<file path="config.mk">
export PLATFORM = sky130hd
export DESIGN_NAME = index_decoder
export DESIGN_NICKNAME = d
export VERILOG_FILES = /design/src/rtl/index_codec_pkg.sv /design/src/rtl/index_accum.sv /design/src/rtl/index_decoder.sv
export SDC_FILE = /design/constraint.sdc
export NUM_CORES = 1
export LEC_CHECK = 0
export ABC_AREA = 1
export ABC_CLOCK_PERIOD_IN_PS = 2050
export CORE_MARGIN = 2
export CORE_UTILIZATION = 53
export DETAILED_ROUTE_END_ITERATION = 6
export GPL_TIMING_DRIVEN = 0
export HOLD_SLACK_MARGIN = 0.12
export PLACE_DENSITY = 0.84
export SYNTH_ARGS = -nofsm -noshare
export SYNTH_HDL_FRONTEND = slang
export SYNTH_HIERARCHICAL = 1
export SYNTH_SLANG_ARGS = --single-unit
</file>
<file path="constraint.sdc">
create_clock -name clk -period 2.05 [get_ports clk]
set_input_delay 0.3075 -clock clk [delete_from_list [all_inputs] [get_ports clk]]
set_output_delay 0.3075 -clock clk [all_outputs]
set_load 0.05 [all_outputs]
</file>
<file path="src/rtl/index_codec_pkg.sv">
// -----------------------------------------------------------------------------
// index_codec_pkg
//   Items shared by the index encoder and index decoder:
//     - slot_state_e : state of a single-entry, back-pressured output slot
//     - idx_width()  : number of bits needed to carry a bit index into a
//                      WIDTH-bit vector (never less than 1)
// -----------------------------------------------------------------------------
package index_codec_pkg;

    typedef enum logic {
        EMPTY = 1'b0,
        FULL  = 1'b1
    } slot_state_e;

    function automatic int idx_width(input int width);
        return (width <= 2) ? 1 : $clog2(width);
    endfunction

endpackage

</file>
<file path="src/rtl/index_accum.sv">
// -----------------------------------------------------------------------------
// index_accum
//   Frame accumulator for index_decoder. Each accepted beat ORs the one-hot
//   bit for beat_idx into the running vector; an index that does not fit in
//   WIDTH bits raises the error flag instead. The merged result (running
//   state plus the current beat) is exported so the top level can capture a
//   whole frame on the edge that accepts its last beat; that same edge clears
//   the running state for the next frame.
//
//   Optional build macro: INDEX_DECODER_DUP_DETECT_EN
//     defined   - a repeated in-range index within a frame sets frame_dup
//     undefined - no duplicate tracking, frame_dup is constant 0
//
// Ports
//   clk, rst_n  : clock, asynchronous active-low reset
//   beat_en     : a beat is accepted this cycle
//   beat_last   : the accepted beat closes the frame (clears the state)
//   beat_idx    : bit index carried by the beat
//   frame_vec   : running vector merged with the current beat's bit
//   frame_err   : running error flag merged with the current beat's error
//   frame_dup   : running duplicate flag merged with the current beat's dup
// -----------------------------------------------------------------------------
module index_accum #(
    parameter int WIDTH = 8,
    parameter int IDX_W = 3
) (
    input  logic             clk,
    input  logic             rst_n,
    input  logic             beat_en,
    input  logic             beat_last,
    input  logic [IDX_W-1:0] beat_idx,
    output logic [WIDTH-1:0] frame_vec,
    output logic             frame_err,
    output logic             frame_dup
);

    localparam logic [WIDTH-1:0] ONE = WIDTH'(1);

    logic [WIDTH-1:0] acc_q, acc_d;
    logic             err_acc_q, err_acc_d;
    logic [WIDTH-1:0] hit_vec;
    logic             hit_oob;

    // The shift pushes the bit off the top for any index >= WIDTH, so an
    // all-zero one-hot is exactly the out-of-range case.
    assign hit_vec   = ONE << beat_idx;
    assign hit_oob   = (hit_vec == '0);
    assign frame_vec = acc_q | hit_vec;
    assign frame_err = err_acc_q | hit_oob;

    always_comb begin
        // NOTE: every variable gets a default first so no path leaves it
        // unassigned, which would otherwise infer a latch.
        acc_d     = acc_q;
        err_acc_d = err_acc_q;
        if (beat_en) begin
            acc_d     = beat_last ? '0   : frame_vec;
            err_acc_d = beat_last ? 1'b0 : frame_err;
        end
    end

    always_ff @(posedge clk or negedge rst_n) begin
        // NOTE: state registers use non-blocking assignments so every flop
        // samples the pre-edge values regardless of block ordering.
        if (!rst_n) begin
            acc_q     <= '0;
            err_acc_q <= 1'b0;
        end else begin
            acc_q     <= acc_d;
            err_acc_q <= err_acc_d;
        end
    end

`ifdef INDEX_DECODER_DUP_DETECT_EN
    logic dup_acc_q, dup_acc_d;

    assign frame_dup = dup_acc_q | (|(acc_q & hit_vec));

    always_comb begin
        dup_acc_d = dup_acc_q;
        if (beat_en) begin
            dup_acc_d = beat_last ? 1'b0 : frame_dup;
        end
    end

    always_ff @(posedge clk or negedge rst_n) begin
        if (!rst_n) begin
            dup_acc_q <= 1'b0;
        end else begin
            dup_acc_q <= dup_acc_d;
        end
    end
`else
    assign frame_dup = 1'b0;
`endif

endmodule

</file>
<file path="src/rtl/index_decoder.sv">
// -----------------------------------------------------------------------------
// index_decoder
//   Sequential inverse of the priority encoder: rebuilds a WIDTH-bit vector
//   from a stream of bit indices. Each beat sets one bit; the beat flagged
//   in_last closes the frame and the vector appears on a registered,
//   back-pressured output slot one cycle later. A single-beat frame is a plain
//   binary-to-one-hot decode.
//
//   Optional build macro: INDEX_DECODER_DUP_DETECT_EN (enables out_dup; when
//   undefined out_dup is always 0 but the port remains).
//
// Ports
//   clk, rst_n : clock, asynchronous active-low reset
//   in_valid   : index beat valid
//   in_ready   : beat can be accepted (slot empty or draining this cycle)
//   in_idx     : bit index to set
//   in_last    : final beat of the frame
//   out_valid  : rebuilt vector valid
//   out_ready  : downstream accepts the vector
//   out_vec    : rebuilt vector
//   out_err    : some index in the frame was >= WIDTH
//   out_dup    : some index in the frame was repeated
// -----------------------------------------------------------------------------
module index_decoder
    import index_codec_pkg::*;
#(
    parameter  int WIDTH = 8,
    localparam int IDX_W = idx_width(WIDTH)
) (
    input  logic             clk,
    input  logic             rst_n,
    input  logic             in_valid,
    output logic             in_ready,
    input  logic [IDX_W-1:0] in_idx,
    input  logic             in_last,
    output logic             out_valid,
    input  logic             out_ready,
    output logic [WIDTH-1:0] out_vec,
    output logic             out_err,
    output logic             out_dup
);

    slot_state_e      state_q, state_d;
    logic [WIDTH-1:0] out_vec_q, out_vec_d;
    logic             out_err_q, out_err_d;
    logic             out_dup_q, out_dup_d;

    logic             beat_en;
    logic             frame_load;
    logic [WIDTH-1:0] frame_vec;
    logic             frame_err;
    logic             frame_dup;

    // A full slot can still take a beat when it is draining this cycle, which
    // gives back-to-back frames without a bubble.
    assign in_ready   = (state_q == EMPTY) || out_ready;
    assign beat_en    = in_valid && in_ready;
    assign frame_load = beat_en && in_last;

    index_accum #(
        .WIDTH (WIDTH),
        .IDX_W (IDX_W)
    ) u_accum (
        .clk       (clk),
        .rst_n     (rst_n),
        .beat_en   (beat_en),
        .beat_last (in_last),
        .beat_idx  (in_idx),
        .frame_vec (frame_vec),
        .frame_err (frame_err),
        .frame_dup (frame_dup)
    );

    always_comb begin
        state_d   = state_q;
        out_vec_d = out_vec_q;
        out_err_d = out_err_q;
        out_dup_d = out_dup_q;
        unique case (state_q)
            EMPTY: begin
                if (frame_load) begin
                    state_d   = FULL;
                    out_vec_d = frame_vec;
                    out_err_d = frame_err;
                    out_dup_d = frame_dup;
                end
            end
            FULL: begin
                if (frame_load) begin
                    // Drain and reload on the same edge.
                    out_vec_d = frame_vec;
                    out_err_d = frame_err;
                    out_dup_d = frame_dup;
                end else if (out_ready) begin
                    // Clear the data too, so an empty slot always reads zero.
                    state_d   = EMPTY;
                    out_vec_d = '0;
                    out_err_d = 1'b0;
                    out_dup_d = 1'b0;
                end
            end
            default: state_d = EMPTY;
        endcase
    end

    always_ff @(posedge clk or negedge rst_n) begin
        // NOTE: the output data register is reset along with the state so a
        // reset never leaves a stale vector on out_vec.
        if (!rst_n) begin
            state_q   <= EMPTY;
            out_vec_q <= '0;
            out_err_q <= 1'b0;
            out_dup_q <= 1'b0;
        end else begin
            state_q   <= state_d;
            out_vec_q <= out_vec_d;
            out_err_q <= out_err_d;
            out_dup_q <= out_dup_d;
        end
    end

    assign out_valid = (state_q == FULL);
    assign out_vec   = out_vec_q;
    assign out_err   = out_err_q;
    assign out_dup   = out_dup_q;

endmodule

</file>
# [Word level (Yosys, flattened, before mapping)]
# Index checks and enable logic that the tools add are counted.
[totals] out_inout_bits=12 elab_cells=34 ff_bits=20 inputBits=8
[op_classes] n_eq_ne=2 n_shift=1 n_reduce_logical=5 n_mux=17 bitwise=3
[op_table] operator="$mux W8" count=4
[op_table] operator="$pmux W8 S2" count=1
[op_table] operator="$mux W1" count=9
[op_table] operator="$logic_not A8 Y1" count=1
[op_table] operator="$or A8 B8 Y8" count=1
[op_table] operator="$shl A1 B3 Y8 const A" count=1
[op_table] operator="$pmux W1 S2" count=3
[op_table] operator="$ne A3 B2 Y1 const B" count=1
[op_table] operator="$logic_and A1 B1 Y1" count=2
[op_table] operator="$ne A2 B2 Y1 const B" count=1
[op_table] operator="$reduce_and A2 Y1" count=1
[op_table] operator="$logic_or A1 B1 Y1" count=1
[op_table] operator="$not A1 Y1" count=1
[op_table] operator="$or A1 B1 Y1" count=1

# [Logic depth before layout (Yosys ltp)]
# Gate-level depths: netlist of the first run.
[depth] word_depth=6 mapped_depth=8 mapped_depth_nobuf=6

# [Modules after synthesis]
# Netlist of the first run, hierarchy kept.
[by_module_without_submodules] mod="index_accum" seq_area_each_um2=225.2 instances=1 area_each_um2=479.2 cells_each=67
[by_module_without_submodules] mod="index_decoder" seq_area_each_um2=275.3 instances=1 area_each_um2=475.5 cells_each=50

# [Worst setup path after synthesis of the first run]
# No wires, ideal clock.
[synth_path] path_type="register to register" from="register state_q, in the netlist out_valid" to="register u_accum.acc_q[1]" n_path_buf=2 path_slack_ns=0.561 synth_period_minus_slack_ns=1.489 setup_ns=0.113 required_ns=1.937 path_stages_with_launch=8 arrival_time_ns=1.376 path_cell_list="dfrtp_1 -> a21boi_2 -> buf_4 -> buf_2 -> nand2_2 -> o21ai_0 -> nand2_1 -> inv_1"
[synth_via] elab_chain_cells=3
[synth_lines] element="start, declared" line="index_decoder.sv:43" source="slot_state_e state_q, state_d;"
[synth_lines] element="start signal, assigned" line="index_decoder.sv:115" source="state_q <= state_d;"
[synth_lines] element="$not A1 Y1"
[synth_lines] element="$logic_or A1 B1 Y1" line="index_decoder.sv:56" source="assign in_ready = (state_q == EMPTY) || out_ready;"
[synth_lines] element="$logic_and A1 B1 Y1" line="index_decoder.sv:57" source="assign beat_en = in_valid && in_ready;"
[synth_lines] element="named net beat_en" line="index_decoder.sv:48" source="logic beat_en;"
[synth_lines] element="end signal, assigned" line="index_accum.sv:66" source="acc_q <= '0;"
[synth_lines] element="end signal, assigned" line="index_accum.sv:69" source="acc_q <= acc_d;"
[synth_lines] element="end, declared" line="index_accum.sv:39" source="logic [WIDTH-1:0] acc_q, acc_d;"
# The timed path passes the listed nets, and every way through them passes these cells.
# A chain may end at the register's enable or synchronous reset.

# [Worst setup path after layout of the first run]
[layout_path] from="register state_q, in the netlist out_valid" to="output port out_valid"
[layout_lines] element="end, declared" line="index_decoder.sv:36" source="output logic out_valid,"
# No word-level cell between the ends.

==> qor.tcl, run 1 <==
set qor(run_status) {completed}
set qor(die_width_um) 46.4
set qor(maxSlewHeadroom_pct) 40.4
set qor(detailroute.via_count) 815
set qor(critical_path_cell_count) 1
set qor(ys_warnings) 6
set qor(ir_drop_uv) 480
set qor(multi_input_area_sq_um) 339
set qor(power_share_of_the_combinational_group_pct) 22.1
set qor(grt_usage_pct) 20.3
set qor(fin_crit_sh_pct) 90.3
set qor(critical-path-max-stage-delay_ns) 0.82
set qor(intPower_mw) 0.685
set qor(filler_cell_count) 134
set qor(grt_antenna_before_repair) 0
set qor(max_freq_mhz) 540
set qor(drtAntennaViolNets) 0
set qor(place.detailed.hpwl_um) 1370
set qor(p_seq_share_pct) 44.7
set qor(num_io_pins) 20
set qor(netlist_top_cells_area) {dfrtp_1 (52%), nand3_1 (13%), nand2_1 (11%)}
set qor(dieArea_sq_um) 2160
set qor(cp_cell_sequence) {clkdlybuf4s50_1}
set qor(post_synth_edffs) 0
set qor(design.final.nets) 149
set qor(hp-class) {input pin to asynchronous set/reset pin}
set qor(post_place_cell_area_sq_um) 1180
set qor(fin_tns_setup_ns) 0
set qor(drive_above_1_share_pct) 12.1
set qor(cts_buffer_depth) 2
set qor(ys.flop_type) {dfrtp_1}
set qor(synthDominantCellAreaShare_pct) 52.4
set qor(syn_nets) 125
set qor(power-per-cell-area_nw_per_um2) 781
set qor(synthArstFlopShare_pct) 100
set qor(crit_path_end) {out_valid}
set qor(critical-path-slowest-cell) {clkdlybuf4s50_1}
set qor(drt_first_iter_violations) 27
set qor(final_cell_area_sq_um) 1230
set qor(hold_viol) 0
set qor(r2r_path_end) {u_accum/acc_q[2]}
set qor(cp-startpoint) {out_valid}
set qor(tritoncts) {yes}
set qor(critical_path_peak_fanout) 4
set qor(rsz_0062_raised_after_global_routing) {no}
set qor(cts_htree_levels) 1
set qor(synth_area_sq_um) 955
set qor(num_antenna_cells) 0
set qor(first_global_vias) 715
set qor(cts_made_buffers) 3
set qor(numPortBuffers) 19
set qor(utilization_pct) 71.9
set qor(r2r_setup_slack_ns) 0.66
set qor(routed_via_density) 4.94
set qor(detailedRoute.firstPassIterationCount) 4
set qor(critical_path.endpoint_type) {primary output}
set qor(routed_wirelength_um) 1850
set qor(sw_frac_of_total_pct) 28.5
set qor(power.clock.fraction_pct) 33.2
set qor(gr-total-overflow) 0
set qor(clock_sinks) 20
set qor(switching_power_mw) 0.273
set qor(coreArea_sq_um) 1710
set qor(clockRootBuffer) {clkbuf_4}
set qor(worstMarginPinSlew_ns) 0.890
set qor(grt_pass1_wl_um) 3010
set qor(drv.max_cap_violation_count) 0
set qor(cts.hold.buffers_added) 0
set qor(rows) 15
set qor(min_period_ns) 1.85
set qor(setup_viol_count_final) 0
set qor(critical_path_start_end_classification) {register to primary output}
set qor(worst_clock_skew_ns) 0.00620
set qor(power.total_mw) 0.958
set qor(grt_start_max_net_pins) 21
set qor(p_leak_nw) 0.679
set qor(ys_ff_latch) 20
set qor(postSynthAreaPerCell_sq_um) 8.16
set qor(timing.critical_path.buf_inv) 1
set qor(yosysTopAreaCell) {dfrtp_1}
set qor(timing.hold.ws_ns) 0.498
set qor(post_cts.repair.setup_buffers) 0
set qor(post_synth_num_cell_types) 19
set qor(worst_setup_hold_path_clk_slew_ns) 0.12
set qor(netlist_top_cells_count) {nand2_1 (29), nand3_1 (24), dfrtp_1 (20), inv_1 (18), o21ai_0 (5)}
set qor(max_slew_vio_count) 0
set qor(register_area_sq_um) 500
set qor(remaining_drc_errors) 0
set qor(crit-reg2reg-launch) {out_valid}
set qor(synth_cells) 117
set qor(clkLatencyLatePin_ns) 0.30
set qor(cts_repair_resize_count) 1
set qor(globalplace.congestion) 0.856
set qor(worstPathArrival_ns) 1.54
set qor(synth_sequential_area_ratio_pct) 52.4
set qor(cp-start-kind) {register}
set qor(initial_core_util_pct) 55.9
set qor(cpLargestDelayFamily) {buffers and inverters}
set qor(routed_wire_length_per_instance_um) 11.2
set qor(post-synth-top-count-cell) {nand2_1}
set qor(r2r.worst_path.cells) 7
set qor(synthesis_to_finish_area_growth_pct) 28.6
set qor(required_time_at_the_worst_slack_endpoint_ns) 1.74
set qor(die_height_um) 46.4
-- layout make-up --
cell class,count,share of cell area (%)
buffer,6,3.26
clock buffer,3,1.83
clock inverter,1,2.45
inverter,20,6.12
multi-input combinational,71,27.6
sequential,20,40.8
tap,25,2.55
timing repair buffer,19,15.4
-- per-layer routing --
layer	GRT usage [%]	up-vias	wire length, um
met3	3.53	2	130
met2	32.2	35	881
met5	0	-	0
met4	10.3	0	15
met1	26.3	365	819
li1	-	413	-
-- power by group through the flow --
stage / logic (mW) / clock network [mW] / registers (mW)
floorplan: 0.0699 / 0 / 0.500
detailed placement: 0.212 / 0 / 0.437
global route: 0.228 / 0.348 / 0.431
finish: 0.212 / 0.318 / 0.429
global placement: 0.209 / 0 / 0.435
CTS: 0.212 / 0.331 / 0.429
-- logic make-up after synthesis --
logic type | share of synthesized area [%]
AND/OR/NAND/NOR | 27.4
buffers and inverters | 12.1
flip-flops | 52.4
AO/OA/AOI/OAI | 7.73
other | 0.393
-- placed cells by master, fill, tap and decap left out, drive strengths merged --
cell type,count
a21boi,1
a21oi,1
and2,1
buf,5
bufinv,1
clkbuf,4
clkdlybuf4s50,18
conb,1
dfrtp,20
dlygate4sd2,1
inv,20
nand2,31
nand3,25
nor2,1
o21ai,10
-- per-stage QoR --
step / worst slack [ns] / cells
final: 0.198 / 165
after global routing: 0.136 / 165
after CTS: 0.178 / 165
after detailed placement: -0.0208 / 161
after global placement: 0.0160 / 161
after floorplan: 0.561 / 117
-- worst min path at each step --
stage                        end  cells past startpoint
2_1_floorplan            out_dup                      0
3_3_place_gp   u_accum/err_acc_q                      1
3_5_place_dp   u_accum/err_acc_q                      1
4_1_cts               out_vec[5]                      1
5_1_grt               out_vec[1]                      2
6_report        u_accum/acc_q[7]                      1
-- sequential cells by signal, summed over array words and instances (netlist names) --
signal,count
out_valid,1
u_accum/acc_q,8
out_err,1
u_accum/err_acc_q,1
out_dup,1
out_vec,8
(Power assumes the default switching activity.)
==> run 2, diff against run 1 <==
--- a/config.mk
+++ b/config.mk
@@ -7,7 +7,6 @@
 export LEC_CHECK = 0
 export ABC_AREA = 1
 export ABC_CLOCK_PERIOD_IN_PS = 2050
-export CORE_MARGIN = 2
 export CORE_UTILIZATION = 53
 export DETAILED_ROUTE_END_ITERATION = 6
 export GPL_TIMING_DRIVEN = 0
==> qor.tcl, run 2 (synthesis results as in run 1) <==
set qor(p_leak_nw) 0.682
set qor(max_freq_mhz) 535
set qor(worst_setup_hold_path_clk_slew_ns) 0.11
set qor(rows) 14
set qor(max_slew_vio_count) 0
set qor(drtAntennaViolNets) 0
set qor(dpl_worst_slack_ns) 0.00748
set qor(drv.max_cap_violation_count) 0
set qor(placed_cells) 160
set qor(die_height_um) 44.4
set qor(final_worst_setup_slack_ns) 0.182
set qor(die_width_um) 44.4
set qor(cts_repair_resize_count) 0
set qor(grt_start_max_net_pins) 21
set qor(critical-path-max-stage-delay_ns) 0.83
set qor(post_cts.repair.setup_buffers) 0
set qor(timing.hold.ws_ns) 0.487
set qor(critical_path_start_end_classification) {register to primary output}
set qor(mostFrequentLayoutCell) {nand2_1}
set qor(dieArea_sq_um) 1970
set qor(drive_above_1_share_pct) 12.1
set qor(cts_htree_levels) 1
set qor(r2r_path_end) {u_accum/acc_q[2]}
set qor(routed_wirelength_um) 1770
set qor(critical_path.endpoint_type) {primary output}
set qor(final_cell_area_sq_um) 1230
set qor(globalplace.congestion) 0.783
set qor(grt_antenna_before_repair) 0
set qor(global_route.usage.met2_pct) 34.1
set qor(fin_tns_setup_ns) 0
set qor(cts_made_buffers) 3
set qor(critical_path_peak_fanout) 4
set qor(grt_usage_pct) 20.8
set qor(grt_pass1_wl_um) 2950
set qor(required_time_at_the_worst_slack_endpoint_ns) 1.74
set qor(worstPathArrival_ns) 1.56
set qor(remaining_drc_errors) 0
set qor(clockRootBuffer) {clkbuf_4}
set qor(cpLargestDelayFamily) {buffers and inverters}
set qor(gr-total-overflow) 0
set qor(met3_usage_pct) 4.90
set qor(detailedRoute.firstPassIterationCount) 4
set qor(clkLatencyLatePin_ns) 0.31
set qor(cp-startpoint) {out_valid}
set qor(layout_common_cells) {nand2_1 (29), nand3_1 (24), dfrtp_1 (20), clkdlybuf4s50_1 (18), inv_1 (18)}
set qor(numPortBuffers) 19
set qor(fin_crit_sh_pct) 91.1
set qor(crit-reg2reg-launch) {out_valid}
set qor(worst_clock_skew_ns) 0.00786
set qor(hold_viol) 0
set qor(post_place_cell_area_sq_um) 1170
set qor(tritoncts) {yes}
set qor(drt_first_iter_violations) 18
set qor(cts.hold.buffers_added) 0
set qor(routed_wire_length_per_instance_um) 10.8
set qor(r2r_setup_slack_ns) 0.63
set qor(initial_core_util_pct) 59.9
set qor(cp-start-kind) {register}
set qor(finish.cell_count_without_fillers) 164
set qor(setup_viol_count_final) 0
set qor(r2r.worst_path.cells) 7
set qor(worstMarginPinSlew_ns) 0.885
set qor(coreArea_sq_um) 1590
set qor(ir_drop_uv) 855
set qor(num_antenna_cells) 0
set qor(run_status) {completed}
set qor(min_period_ns) 1.87
set qor(num_io_pins) 20
set qor(detailroute.via_count) 801
set qor(cts_buffer_depth) 2
set qor(place.detailed.hpwl_um) 1290
set qor(first_global_vias) 728
set qor(rsz_0062_raised_after_global_routing) {no}
set qor(globalRouteMet1Util_pct) 27.1
set qor(hp-class) {input pin to asynchronous set/reset pin}
set qor(cp_cell_sequence) {clkdlybuf4s50_1}
set qor(critical-path-slowest-cell) {clkdlybuf4s50_1}
set qor(timing.critical_path.buf_inv) 1
set qor(synthesis_to_finish_area_growth_pct) 28.8
set qor(design.final.nets) 149
set qor(routed_via_density) 4.88
set qor(power-per-cell-area_nw_per_um2) 782
set qor(most_crowded_layer_after_global_routing) {met2}
set qor(clock_sinks) 20
set qor(maxSlewHeadroom_pct) 40.8
==> run 2: cell count changes in the layout (fill, tap and decap cells not counted) <==
cell	delta
dlygate4sd2_1	-1
dlymetal6s2s_1	+1
==> run 2: layer usage <==
metal | up-vias | part of all wire, %
met3 | 3 | 3.2
met5 | - | 0
met2 | 18 | 47
met4 | 0 | 1.4
met1 | 368 | 48
li1 | 412 | -
==> run 2: area by class of cell <==
class	count	area (sq um)
Clock inverter	1	30.0
Inverter	20	75.1
Fill cell	119	364
Multi-Input combinational cell	71	339
Sequential cell	20	500
Tap cell	24	30.0
Timing Repair Buffer	19	193
Clock buffer	3	22.5
Buffer	6	40.0
==> run 2: how the worst max path moves through the flow <==
| stage | endpoint | cells after the start |
|---|---|---|
| after global placement | in_ready | 4 |
| after CTS | in_ready | 4 |
| after floorplan | u_accum/acc_q[1] | 7 |
| after global routing | out_valid | 1 |
| after detailed placement | in_ready | 4 |
| final | out_valid | 1 |
==> run 2: power breakdown <==
part / total [mW] / switching [mW] / internal, mW
registers: 0.428 / 0.0119 / 0.416
logic: 0.213 / 0.141 / 0.0720
clock network: 0.321 / 0.123 / 0.198
==> run 2: worst reg2reg max path, cell delays in order (launching register included) <==
cell      delay [ns]
dfrtp_1         0.44
a21boi_2        0.19
buf_4           0.18
buf_2           0.22
nand2_2         0.12
o21ai_0         0.10
nand2_1         0.08
inv_1           0.05
==> run 2: stage by stage <==
stage                     power, mW  util [%]
after floorplan               0.570         -
after global placement        0.644      73.7
after detailed placement      0.649      73.7
after CTS                     0.972      77.0
after global routing           1.00      77.2
final                         0.962      77.2
